<file path="src/rtl/uart_pkg.sv">
// Shared UART constants, FSM state types and the parity helper.
// No timing of its own; pure definitions used by the transceiver core.
// No flow control.
package uart_pkg;
  localparam int MAX_W = 9;

  localparam logic [1:0] PARI_NONE = 2'b00;
  localparam logic [1:0] PARI_ODD  = 2'b01;
  localparam logic [1:0] PARI_EVEN = 2'b10;

  typedef enum logic [2:0] {
    TX_IDLE, TX_START, TX_DATA, TX_PARITY, TX_STOP1, TX_STOP2
  } tx_state_t;

  typedef enum logic [2:0] {
    RX_IDLE, RX_START, RX_DATA, RX_PARITY, RX_STOP
  } rx_state_t;

  function automatic logic pari_on(input logic [1:0] mode);
    return (mode == PARI_ODD) || (mode == PARI_EVEN);
  endfunction

  // Parity over the low w bits of d; mode 11 falls through as even but is never sent.
  function automatic logic pari_bit(input logic [MAX_W-1:0] d, input int w,
                                    input logic [1:0] mode);
    logic x;
    x = 1'b0;
    for (int i = 0; i < MAX_W; i++)
      if (i < w) x = x ^ d[i];
    return (mode == PARI_ODD) ? ~x : x;
  endfunction
endpackage

</file>
<file path="src/rtl/uart_tick_gen.sv">
// Oversample tick divider: one-cycle tick every r_div+1 clk cycles.
// Tick asserts combinationally from the counter state; no added latency.
// No backpressure; free-running.
module uart_tick_gen #(
  parameter int DIV_W = 16
) (
  input  logic             clk,
  input  logic             rst,
  input  logic [DIV_W-1:0] r_div,
  output logic             tick
);
  logic [DIV_W-1:0] cnt;

  // >= rather than == so a divisor lowered below the count still wraps.
  assign tick = (cnt >= r_div);

  always_ff @(posedge clk) begin
    if (rst)       cnt <= '0;
    else if (tick) cnt <= '0;
    else           cnt <= cnt + DIV_W'(1);
  end
endmodule

</file>
<file path="src/rtl/uart_core_param.sv">
// Parametrised full-duplex UART; optional internal loopback under UART_LOOPBACK_EN.
// RX result 2 sync cycles + mid-stop vote; TX line follows state with no extra delay.
// TX accepts via tx_valid/tx_ready only in IDLE; RX has no backpressure.
module uart_core_param import uart_pkg::*; #(
  parameter int DATA_W = 8,
  parameter int DIV_W  = 16,
  parameter int OVS    = 16
) (
  input  logic              clk,
  input  logic              rst,
  input  logic              rs232_rx,
  output logic              rs232_tx,
  input  logic              r_tx_en,
  input  logic              r_rx_en,
  input  logic [1:0]        r_pari_mode,
  input  logic              r_stop2,
  input  logic [DIV_W-1:0]  r_div,
  input  logic              r_loop,
  input  logic [DATA_W-1:0] tx_data,
  input  logic              tx_valid,
  output logic              tx_ready,
  output logic [DATA_W-1:0] rx_data,
  output logic              rx_valid,
  output logic              pari_err,
  output logic              frame_err,
  output logic              int_tx_finish,
  output logic              int_rx_finish
);
  localparam int SUB_W = $clog2(OVS);
  localparam int BIT_W = $clog2(DATA_W);
  localparam logic [SUB_W-1:0] SUB_LAST = SUB_W'(OVS - 1);
  localparam logic [SUB_W-1:0] SUB_VA   = SUB_W'(OVS / 2 - 1);
  localparam logic [SUB_W-1:0] SUB_VB   = SUB_W'(OVS / 2);
  localparam logic [SUB_W-1:0] SUB_VC   = SUB_W'(OVS / 2 + 1);
  localparam logic [BIT_W-1:0] BIT_LAST = BIT_W'(DATA_W - 1);

  logic tick, tx_line, rx_src;

  uart_tick_gen #(.DIV_W(DIV_W)) u_tick (
    .clk   (clk),
    .rst   (rst),
    .r_div (r_div),
    .tick  (tick)
  );

`ifdef UART_LOOPBACK_EN
  assign rx_src   = r_loop ? tx_line : rs232_rx;
  assign rs232_tx = r_loop ? 1'b1 : tx_line;
`else
  logic unused_loop;
  assign unused_loop = r_loop;
  assign rx_src      = rs232_rx;
  assign rs232_tx    = tx_line;
`endif

  // ---------------- transmitter ----------------
  tx_state_t         tx_state, tx_next;
  logic [SUB_W-1:0]  tx_sub;
  logic [BIT_W-1:0]  tx_bit;
  logic [DATA_W-1:0] tx_shreg;
  logic [1:0]        tx_mode;
  logic              tx_stop2, tx_par;
  logic              tx_fire, tx_bit_done;

  assign tx_fire     = tx_valid & tx_ready;
  assign tx_bit_done = tick & (tx_sub == SUB_LAST);

  always_ff @(posedge clk) begin
    if (rst) tx_state <= TX_IDLE;
    else     tx_state <= tx_next;
  end

  always_comb begin
    tx_next = tx_state;
    case (tx_state)
      TX_IDLE:   if (tx_fire) tx_next = TX_START;
      TX_START:  if (tx_bit_done) tx_next = TX_DATA;
      TX_DATA:   if (tx_bit_done && tx_bit == BIT_LAST)
                   tx_next = pari_on(tx_mode) ? TX_PARITY : TX_STOP1;
      TX_PARITY: if (tx_bit_done) tx_next = TX_STOP1;
      TX_STOP1:  if (tx_bit_done) tx_next = tx_stop2 ? TX_STOP2 : TX_IDLE;
      TX_STOP2:  if (tx_bit_done) tx_next = TX_IDLE;
      default:   tx_next = TX_IDLE;
    endcase
  end

  always_comb begin
    case (tx_state)
      TX_START:  tx_line = 1'b0;
      TX_DATA:   tx_line = tx_shreg[0];
      TX_PARITY: tx_line = tx_par;
      default:   tx_line = 1'b1;
    endcase
    tx_ready      = ~rst & r_tx_en & (tx_state == TX_IDLE);
    int_tx_finish = ~rst & tx_bit_done &
                    (((tx_state == TX_STOP1) & ~tx_stop2) | (tx_state == TX_STOP2));
  end

  always_ff @(posedge clk) begin
    if (rst) begin
      tx_sub   <= '0;
      tx_bit   <= '0;
      tx_shreg <= '0;
      tx_mode  <= PARI_NONE;
      tx_stop2 <= 1'b0;
      tx_par   <= 1'b0;
    end else if (tx_fire) begin
      tx_sub   <= '0;
      tx_bit   <= '0;
      tx_shreg <= tx_data;
      tx_mode  <= r_pari_mode;
      tx_stop2 <= r_stop2;
      tx_par   <= pari_bit(MAX_W'(tx_data), DATA_W, r_pari_mode);
    end else if (tx_state != TX_IDLE && tick) begin
      tx_sub <= tx_sub + SUB_W'(1);
      if (tx_sub == SUB_LAST && tx_state == TX_DATA) begin
        tx_shreg <= tx_shreg >> 1;
        tx_bit   <= tx_bit + BIT_W'(1);
      end
    end
  end

  // ---------------- receiver ----------------
  rx_state_t         rx_state, rx_next;
  logic              rx_meta, rx_s;
  logic [SUB_W-1:0]  rx_sub;
  logic [BIT_W-1:0]  rx_bit;
  logic [DATA_W-1:0] rx_shreg;
  logic [1:0]        rx_mode;
  logic              rx_sa, rx_sb, rx_par_s;
  logic              rx_go, rx_mid, rx_bit_done, rx_vote, rx_fin_now;

  always_ff @(posedge clk) begin
    if (rst) begin
      rx_meta <= 1'b1;
      rx_s    <= 1'b1;
    end else begin
      rx_meta <= rx_src;
      rx_s    <= rx_meta;
    end
  end

  assign rx_go       = (rx_state == RX_IDLE) & ~rx_s & r_rx_en;
  assign rx_mid      = tick & (rx_sub == SUB_VC);
  assign rx_bit_done = tick & (rx_sub == SUB_LAST);
  assign rx_vote     = (rx_sa & rx_sb) | (rx_sa & rx_s) | (rx_sb & rx_s);

  always_ff @(posedge clk) begin
    if (rst) rx_state <= RX_IDLE;
    else     rx_state <= rx_next;
  end

  always_comb begin
    rx_next = rx_state;
    case (rx_state)
      RX_IDLE:   if (rx_go) rx_next = RX_START;
      RX_START:  if (rx_mid && rx_vote) rx_next = RX_IDLE;
                 else if (rx_bit_done) rx_next = RX_DATA;
      RX_DATA:   if (rx_bit_done && rx_bit == BIT_LAST)
                   rx_next = pari_on(rx_mode) ? RX_PARITY : RX_STOP;
      RX_PARITY: if (rx_bit_done) rx_next = RX_STOP;
      RX_STOP:   if (rx_mid) rx_next = RX_IDLE;
      default:   rx_next = RX_IDLE;
    endcase
  end

  always_comb begin
    rx_fin_now = (rx_state == RX_STOP) & rx_mid;
  end

  always_ff @(posedge clk) begin
    if (rst) begin
      rx_sub   <= '0;
      rx_bit   <= '0;
      rx_shreg <= '0;
      rx_mode  <= PARI_NONE;
      rx_sa    <= 1'b1;
      rx_sb    <= 1'b1;
      rx_par_s <= 1'b0;
    end else if (rx_go) begin
      rx_sub  <= '0;
      rx_bit  <= '0;
      rx_mode <= r_pari_mode;
    end else if (rx_state != RX_IDLE && tick) begin
      rx_sub <= rx_sub + SUB_W'(1);
      if (rx_sub == SUB_VA) rx_sa <= rx_s;
      if (rx_sub == SUB_VB) rx_sb <= rx_s;
      if (rx_sub == SUB_VC && rx_state == RX_DATA)   rx_shreg <= {rx_vote, rx_shreg[DATA_W-1:1]};
      if (rx_sub == SUB_VC && rx_state == RX_PARITY) rx_par_s <= rx_vote;
      if (rx_sub == SUB_LAST && rx_state == RX_DATA) rx_bit <= rx_bit + BIT_W'(1);
    end
  end

  // Result registers load together so rx_data and the flags are valid with the pulse.
  always_ff @(posedge clk) begin
    if (rst) begin
      rx_valid  <= 1'b0;
      rx_data   <= '0;
      pari_err  <= 1'b0;
      frame_err <= 1'b0;
    end else begin
      rx_valid <= rx_fin_now;
      if (rx_fin_now) begin
        rx_data   <= rx_shreg;
        pari_err  <= pari_on(rx_mode) &
                     (rx_par_s != pari_bit(MAX_W'(rx_shreg), DATA_W, rx_mode));
        frame_err <= ~rx_vote;
      end
    end
  end

  assign int_rx_finish = rx_valid;
endmodule

</file>
<file path="config.mk">
export PLATFORM = sky130hd
export DESIGN_NAME = uart_core_param
export DESIGN_NICKNAME = d
export VERILOG_FILES = /design/src/rtl/uart_pkg.sv /design/src/rtl/uart_tick_gen.sv /design/src/rtl/uart_core_param.sv
export SDC_FILE = /design/constraint.sdc
export NUM_CORES = 1
export LEC_CHECK = 0
export ABC_AREA = 1
export BUFFER_PORTS_ARGS = -buffer_cell sky130_fd_sc_hd__buf_2
export CAP_MARGIN = 20
export CORE_MARGIN = 5
export CORE_UTILIZATION = 35
export DETAILED_ROUTE_END_ITERATION = 8
export MAX_ROUTING_LAYER = met4
export PLACE_DENSITY = 0.54
export SLEW_MARGIN = 0
export SYNTH_ARGS = -nofsm -noshare
export SYNTH_HDL_FRONTEND = slang
export SYNTH_HIERARCHICAL = 1
export SYNTH_SLANG_ARGS = --single-unit
</file>
<file path="constraint.sdc">
create_clock -name clk -period 4.97 [get_ports clk]
set_clock_uncertainty 0.1 [all_clocks]
set_input_delay 1.491 -clock clk [delete_from_list [all_inputs] [get_ports clk]]
set_output_delay 1.491 -clock clk [all_outputs]
set_load 0.02 [all_outputs]
</file>
==> results of run 1 <==
## stage by stage
stage	cells	area [um2]	utilization (%)	total power (W)	hold WS [ns]
6_report	729	4604	42.11	0.001621	0.3206
5_1_grt	729	4604	42.11	0.001725	0.3530
4_1_cts	729	4604	42.11	0.001647	0.3243
3_5_place_dp	713	4309	39.41	0.0009994	0.3119
3_3_place_gp	713	4309	39.41	0.0009927	0.3054
2_1_floorplan	533	3944	-	0.0009231	0.2895
## state kept, by name (all words and copies together), names as in the netlist, 2 cells and up
name / count
rx_data: 8
tx_sub: 4
rx_sub: 4
u_tick/cnt: 16
tx_mode: 2
rx_bit: 3
tx_bit: 3
tx_shreg: 8
tx_state: 3
rx_shreg: 8
rx_mode: 2
rx_state: 3
## cells in the mapped netlist (2+ instances only)
cell type	instances	area (um2)
o21ai_0	31	155.2
inv_1	71	266.5
nand2_2	6	37.54
nor3_1	5	25.02
or2_2	3	18.77
ha_1	26	325.3
nand3_1	23	115.1
a21oi_1	43	215.2
nor4_1	2	12.51
nand4_1	7	43.79
a22oi_1	5	37.54
buf_4	3	22.52
nand2_1	101	379.1
clkbuf_1	4	15.01
nor2_1	53	198.9
xnor2_1	10	87.58
a211oi_1	4	30.03
nor2_4	4	45.04
dfxtp_1	74	1481
nor2_2	16	100.1
inv_2	6	22.52
buf_6	2	22.52
o21a_1	3	22.52
or2_1	4	25.02
o21ai_1	3	15.01
xor2_1	13	113.9
## layout by cell type, fill, tap and decap left out, types with 2 or more instances in the layout
cell type  count
buf_2         47
nor2_1        53
nor4_1         2
nor2_4         4
buf_4          2
inv_1         71
nor3_1         5
o21ai_0       31
a211oi_1       4
clkbuf_16      9
nand4_1        7
clkinv_4       2
inv_2          6
clkinv_2       3
or2_2          3
a22oi_1        5
o21a_1         3
nor2_2        16
xor2_1        13
dfxtp_1       74
nand3_1       23
nand2_1      101
xnor2_1       10
nand2_2        6
a21oi_1       43
ha_1          26
o21ai_1        3
or2_1          4
## per-layer routing
metal  GRT usage [%]  part of all wire [%]  up-vias
li1                -                     -     1824
met1           17.60                    50     1541
met4           4.254                   1.6        0
met5               -                     0        -
met2           20.18                    44       56
met3           3.005                   4.0       10
## logic make-up (layout without fill, tap and decap cells)
| logic type | Yosys count | count (layout) | share of synthesized area, % |
|---|---|---|---|
| AO/OA/AOI/OAI | 94 | 94 | 13.17 |
| flip-flops | 74 | 74 | 37.56 |
| XOR/XNOR | 23 | 23 | 5.108 |
| buffers and inverters | 87 | 143 | 8.946 |
| AND/OR/NAND/NOR | 229 | 229 | 26.97 |
| adder cells (fa/ha/maj) | 26 | 26 | 8.249 |
## final cells by class
type / count / area [um2] / share of cell area [%]
inverter: 78 / 292.8 / 6.359
sequential: 74 / 1481 / 32.17
clock buffer: 9 / 225.2 / 4.891
timing repair buffer: 49 / 250.2 / 5.435
tap: 140 / 175.2 / 3.804
multi-input combinational: 372 / 2110 / 45.82
clock inverter: 7 / 70.07 / 1.522
## worst paths after layout
path                                   end                startpoint
hold / removal             rx_s$_SDFF_PP1_        rx_meta$_SDFF_PP1_
setup / recovery             int_tx_finish                  r_div[3]
setup reg to reg  tx_shreg[0]$_SDFFE_PP0P_  u_tick/cnt[0]$_SDFF_PP0_
hold reg to reg            rx_s$_SDFF_PP1_        rx_meta$_SDFF_PP1_
## power breakdown
part	leakage [nW]	internal, W	switching (W)
logic	1.34	0.000118	0.000214
clock network	0.145	0.000387	0.000247
registers	0.599	0.000626	0.0000278
==> flow_metrics.py, run 1 <==
metrics = {
    "status": {
        "outcome": "complete, no violations",
    },
    "drt": {
        "vias": 3431,
        "drt_iter0_drc": 125,
        "drt-total-wl_mm": 8.190,
        "ant_nets": 0,
        "wire_per_inst_um": 11.23,
        "vias_per_cell": 4.706,
        "drc": 0,
        "drtPass1Iterations": 4,
    },
    "pwr": {
        "p_leak_nw": 2.081,
        "powerDensity_nw_per_um2": 352.0,
        "vdd_ir_drop_max_uv": 241.0,
    },
    "cts": {
        "clock_sinks": 74,
        "numCtsBuffers": 9,
        "clkTransAtPathRegs_ns": 0.06,
        "postCtsHoldBufs": 0,
        "root_buffer": "clkbuf_16",
        "clock_latency_ns": 0.33,
        "cts_tree": "built",
        "clock_path_buffers": 2,
        "post-cts-setup-buffer-count": 0,
        "cts_resized": 0,
        "htreeDepth": 3,
    },
    "die": {
        "die_w_um": 116.2,
        "die_y_um": 116.2,
        "rows": 38,
        "initial_core_util_pct": 36.06,
        "ios": 49,
        "design.core.area_um2": 10940,
        "die_area_um2": 13490,
    },
    "synth": {
        "synth_cells": 533,
        "synthDistinctLibCells": 37,
        "synth_edf_count": 0,
        "ys_seq_elements": 74,
        "yosysWarnings": 6,
        "syn_area_um2": 3944,
        "ys_seq_area_share_pct": 37.56,
        "avgSynthCellArea_um2": 7.399,
        "async_flop_share_pct": 0,
        "synthesis.nets": 593,
        "synth_top_flop_cell": "dfxtp_1",
    },
    "grt": {
        "antenna_found_initial": 0,
        "track_usage_pct": 13.28,
        "globalRouteOverflowTotal": 0,
        "grt_max_degree": 24,
        "grt_pass1_vias": 3183,
        "grt_pass1_wl_mm": 14.18,
    },
    "critical_path": {
        "cp-start-kind": "input pin",
        "cp-end-kind": "output port",
        "crit_buf_inv": 3,
        "arrival_ns": 3.14,
        "r2r_cells": 17,
        "reg2reg_slack_ns": 2.28,
        "required_ns": 3.38,
        "critPathKind": "in -> out",
        "crit_chain": "buf_2 > inv_1 > ha_1 > nand2_1 > nor2_1 > nor2_1 > nand2_1 > nand2_1 > nand2_1 > nand2_2 > nand2_1 > nand4_1 > nor3_1 > buf_2",
        "cp_max_fo": 3,
        "cp.depth": 14,
        "crit_slowest_cell": "ha_1",
        "slowest_delay_ns": 0.28,
        "crit_top_cell": "nand2_1",
        "cp_top_family": "simple AND/OR/NAND/NOR gates",
    },
    "sta": {
        "setup_ws_ns": 0.2349,
        "finalCriticalPeriod_ns": 4.735,
        "final_hold_viol_count": 0,
        "setup_violations": 0,
        "maxSlewViolCount": 0,
        "fmax_ghz": 0.2112,
        "tns_ns": 0,
        "slew-limit-headroom_pct": 67.66,
        "rsz0062_at_grt": "no",
        "tightest_slew_ns": 0.4851,
        "min_period_over_period_pct": 95.27,
    },
    "final_layout": {
        "layout.nets": 644,
        "areaGrowthSynthToFinish_pct": 16.75,
        "drive_gt1_share_pct": 17.83,
        "antenna_cells": 0,
        "fillers": 1166,
    },
    "place": {
        "dpl_worst_slack_ns": 0.2388,
        "gp_congestion": 0.8681,
        "dp_hpwl_mm": 6.268,
        "portBuffers": 47,
    },
    "worst_hold_path": {
        "min_path_type": "reg -> reg",
        "hold_depth": 1,
    },
    "run": {
        "cap_viol_max_count": 0,
    },
}
Power figures use the tool's default switching activity.
==> run 2: changes to the inputs <==
Settings changed: SYNTH_HIERARCHICAL 1 to default.
==> run 2 against run 1 <==
Compared with the run above:
- count of clock-buffer cells in the layout rose by 4
- sequential share of layout area fell by 0.64 points
- wire length rose by 1.2%
- combinational power rose by 31%
- critical path depth fell by 4
- setup slack improved by 0.099 ns
- largest cell class unchanged
- highest routed layer unchanged
==> flow_metrics.py, run 2 <==
metrics = {
    "status": {
        "outcome": "complete, no violations",
    },
    "synth": {
        "syn_area_um2": 4015,
        "ys_seq_area_share_pct": 36.90,
        "synth_top_flop_cell": "dfxtp_1",
        "synth_cells": 534,
        "synth.top_cell.area_share_pct": 36.90,
        "synth_edf_count": 0,
        "yosysWarnings": 0,
        "synthDistinctLibCells": 43,
        "async_flop_share_pct": 0,
        "synth_common_cells": "105 x nand2_1, 74 x dfxtp_1, 64 x nor2_1, 61 x inv_1, 46 x a21oi_1",
        "synthesis.nets": 594,
        "yosys.area.top_type": "dfxtp_1",
        "avgSynthCellArea_um2": 7.519,
        "yosys-top-cells-area": "dfxtp_1 37%, nand2_1 9.8%, ha_1 8.1%, nor2_1 6.0%, a21oi_1 5.7%",
        "synth_most_common_cell": "nand2_1",
        "ys_seq_elements": 74,
    },
    "place": {
        "portBuffers": 47,
        "gp_congestion": 0.8358,
        "dpl.cell_count": 717,
        "dp_hpwl_mm": 6.342,
    },
    "sta": {
        "setup_violations": 0,
        "maxSlewViolCount": 0,
        "finalCriticalPeriod_ns": 4.636,
        "tightest_slew_ns": 0.6645,
        "fmax_ghz": 0.2157,
        "final_hold_viol_count": 0,
        "rsz0062_at_grt": "no",
        "slew-limit-headroom_pct": 55.57,
        "tns_ns": 0,
        "whs_ns": 0.3093,
        "min_period_over_period_pct": 93.29,
    },
    "final_layout": {
        "fillers": 1160,
        "drive_gt1_share_pct": 18.47,
        "layout_common_cells": "105 x nand2_1, 74 x dfxtp_1, 64 x nor2_1",
        "areaGrowthSynthToFinish_pct": 17.01,
        "antenna_cells": 0,
        "multi_input_area_um2": 2197,
        "final_common_cell": "nand2_1",
        "largest_reg_flops": 16,
        "max_flop_register": "u_tick.cnt",
        "utilization_pct": 41.50,
        "fin_cells": 733,
        "layout.nets": 645,
        "seq_area_um2": 1481,
    },
    "cts": {
        "htreeDepth": 3,
        "root_buffer": "clkbuf_16",
        "cts_resized": 0,
        "cts_tree": "built",
        "clock_sinks": 74,
        "numCtsBuffers": 9,
        "clkTransAtPathRegs_ns": 0.05,
        "post-cts-setup-buffer-count": 0,
        "clock_path_buffers": 2,
        "clock_latency_ns": 0.33,
        "postCtsHoldBufs": 0,
    },
    "critical_path": {
        "arrival_ns": 3.05,
        "required_ns": 3.38,
        "cp-start-kind": "input pin",
        "cp_max_fo": 7,
        "cp-end-kind": "output port",
        "critPathKind": "in -> out",
    },
    "drt": {
        "drt_iter0_drc": 225,
        "drtPass1Iterations": 4,
        "vias_per_cell": 4.566,
        "wire_per_inst_um": 11.31,
        "drt-total-wl_mm": 8.291,
        "vias": 3347,
        "drc": 0,
        "ant_nets": 0,
    },
    "die": {
        "ios": 49,
        "initial_core_util_pct": 35.47,
        "rows": 39,
        "die_w_um": 117.1,
        "design.core.area_um2": 11320,
        "die_y_um": 117.1,
        "die_area_um2": 13710,
    },
    "grt": {
        "grt_max_degree": 24,
        "track_usage_pct": 13.22,
        "globalRouteOverflowTotal": 0,
        "antenna_found_initial": 0,
        "grt_pass1_vias": 3097,
        "grt_pass1_wl_mm": 14.01,
    },
    "pwr": {
        "powerDensity_nw_per_um2": 382.5,
        "p_leak_nw": 2.088,
        "vdd_ir_drop_max_uv": 201.5,
    },
    "run": {
        "cap_viol_max_count": 0,
    },
    "worst_hold_path": {
        "min_path_type": "reg -> reg",
    },
}
==> run 2: changes by cell type in the layout (fill, tap and decap cells not counted), sizes merged, moves of 6 or more <==
cell    change
clkinv      -6
inv        -11
o21ai       -6
nand3      +13
a21oi      +10
==> run 2: kinds of logic after synthesis <==
| logic type | share of synthesized area, % |
|---|---|
| flops | 36.90 |
| fa+ha+maj | 8.351 |
| compound gates | 11.94 |
| simple gates | 29.42 |
| buf+inv | 8.382 |
| xor+xnor | 5.017 |
==> run 2: layer usage <==
| metal | global-route usage [%] | up-vias | share of wire (%) |
|---|---|---|---|
| met3 | 3.496 | 7 | 4.1 |
| met2 | 20.40 | 40 | 46 |
| met5 | - | - | 0 |
| li1 | - | 1830 | - |
| met1 | 16.88 | 1470 | 49 |
| met4 | 4.281 | 0 | 1.1 |
==> run 2: report_power, final <==
part           internal (W)  switching (W)
clock network      0.000443       0.000242
logic              0.000153       0.000284
registers          0.000632      0.0000435
==> run 2: layout make-up <==
| class | count | area share (%) |
|---|---|---|
| multi-input cells | 383 | 46.76 |
| well taps | 143 | 3.808 |
| inverters | 66 | 5.326 |
| clock buffers | 13 | 5.965 |
| clock inverters | 3 | 0.9587 |
| repair buffers | 51 | 5.646 |
| flip-flops and latches | 74 | 31.53 |
==> run 2: worst paths after layout <==
check,from,end,slack (ns),cells after the start
max,r_div[15],int_tx_finish,0.33,10
min,rx_meta$_SDFF_PP1_,rx_s$_SDFF_PP1_,0.31,1
max reg2reg,u_tick.cnt[9]$_SDFF_PP0_,frame_err$_SDFFE_PP0P_,2.47,10
min reg2reg,rx_meta$_SDFF_PP1_,rx_s$_SDFF_PP1_,0.31,1
==> run 2: worst max-delay path, cell delays in order <==
cell and delay [ns]:
buf_2 0.08, inv_1 0.03, ha_1 0.30, nand2_2 0.08, nor3_4 0.24, nand3_2 0.13, nand3_4 0.17, nand2_2 0.12
nor4_1 0.19, buf_2 0.21
==> run 2: through the flow <==
| step | instance area [um2] | total power (W) | worst slack, ns |
|---|---|---|---|
| 2_1_floorplan | 4015 | 0.001026 | 0.3280 |
| 3_3_place_gp | 4373 | 0.001123 | 0.3593 |
| 3_5_place_dp | 4373 | 0.001128 | 0.3197 |
| 4_1_cts | 4698 | 0.001823 | 0.3126 |
| 5_1_grt | 4698 | 0.001921 | 0.1930 |
| 6_report | 4698 | 0.001797 | 0.3336 |
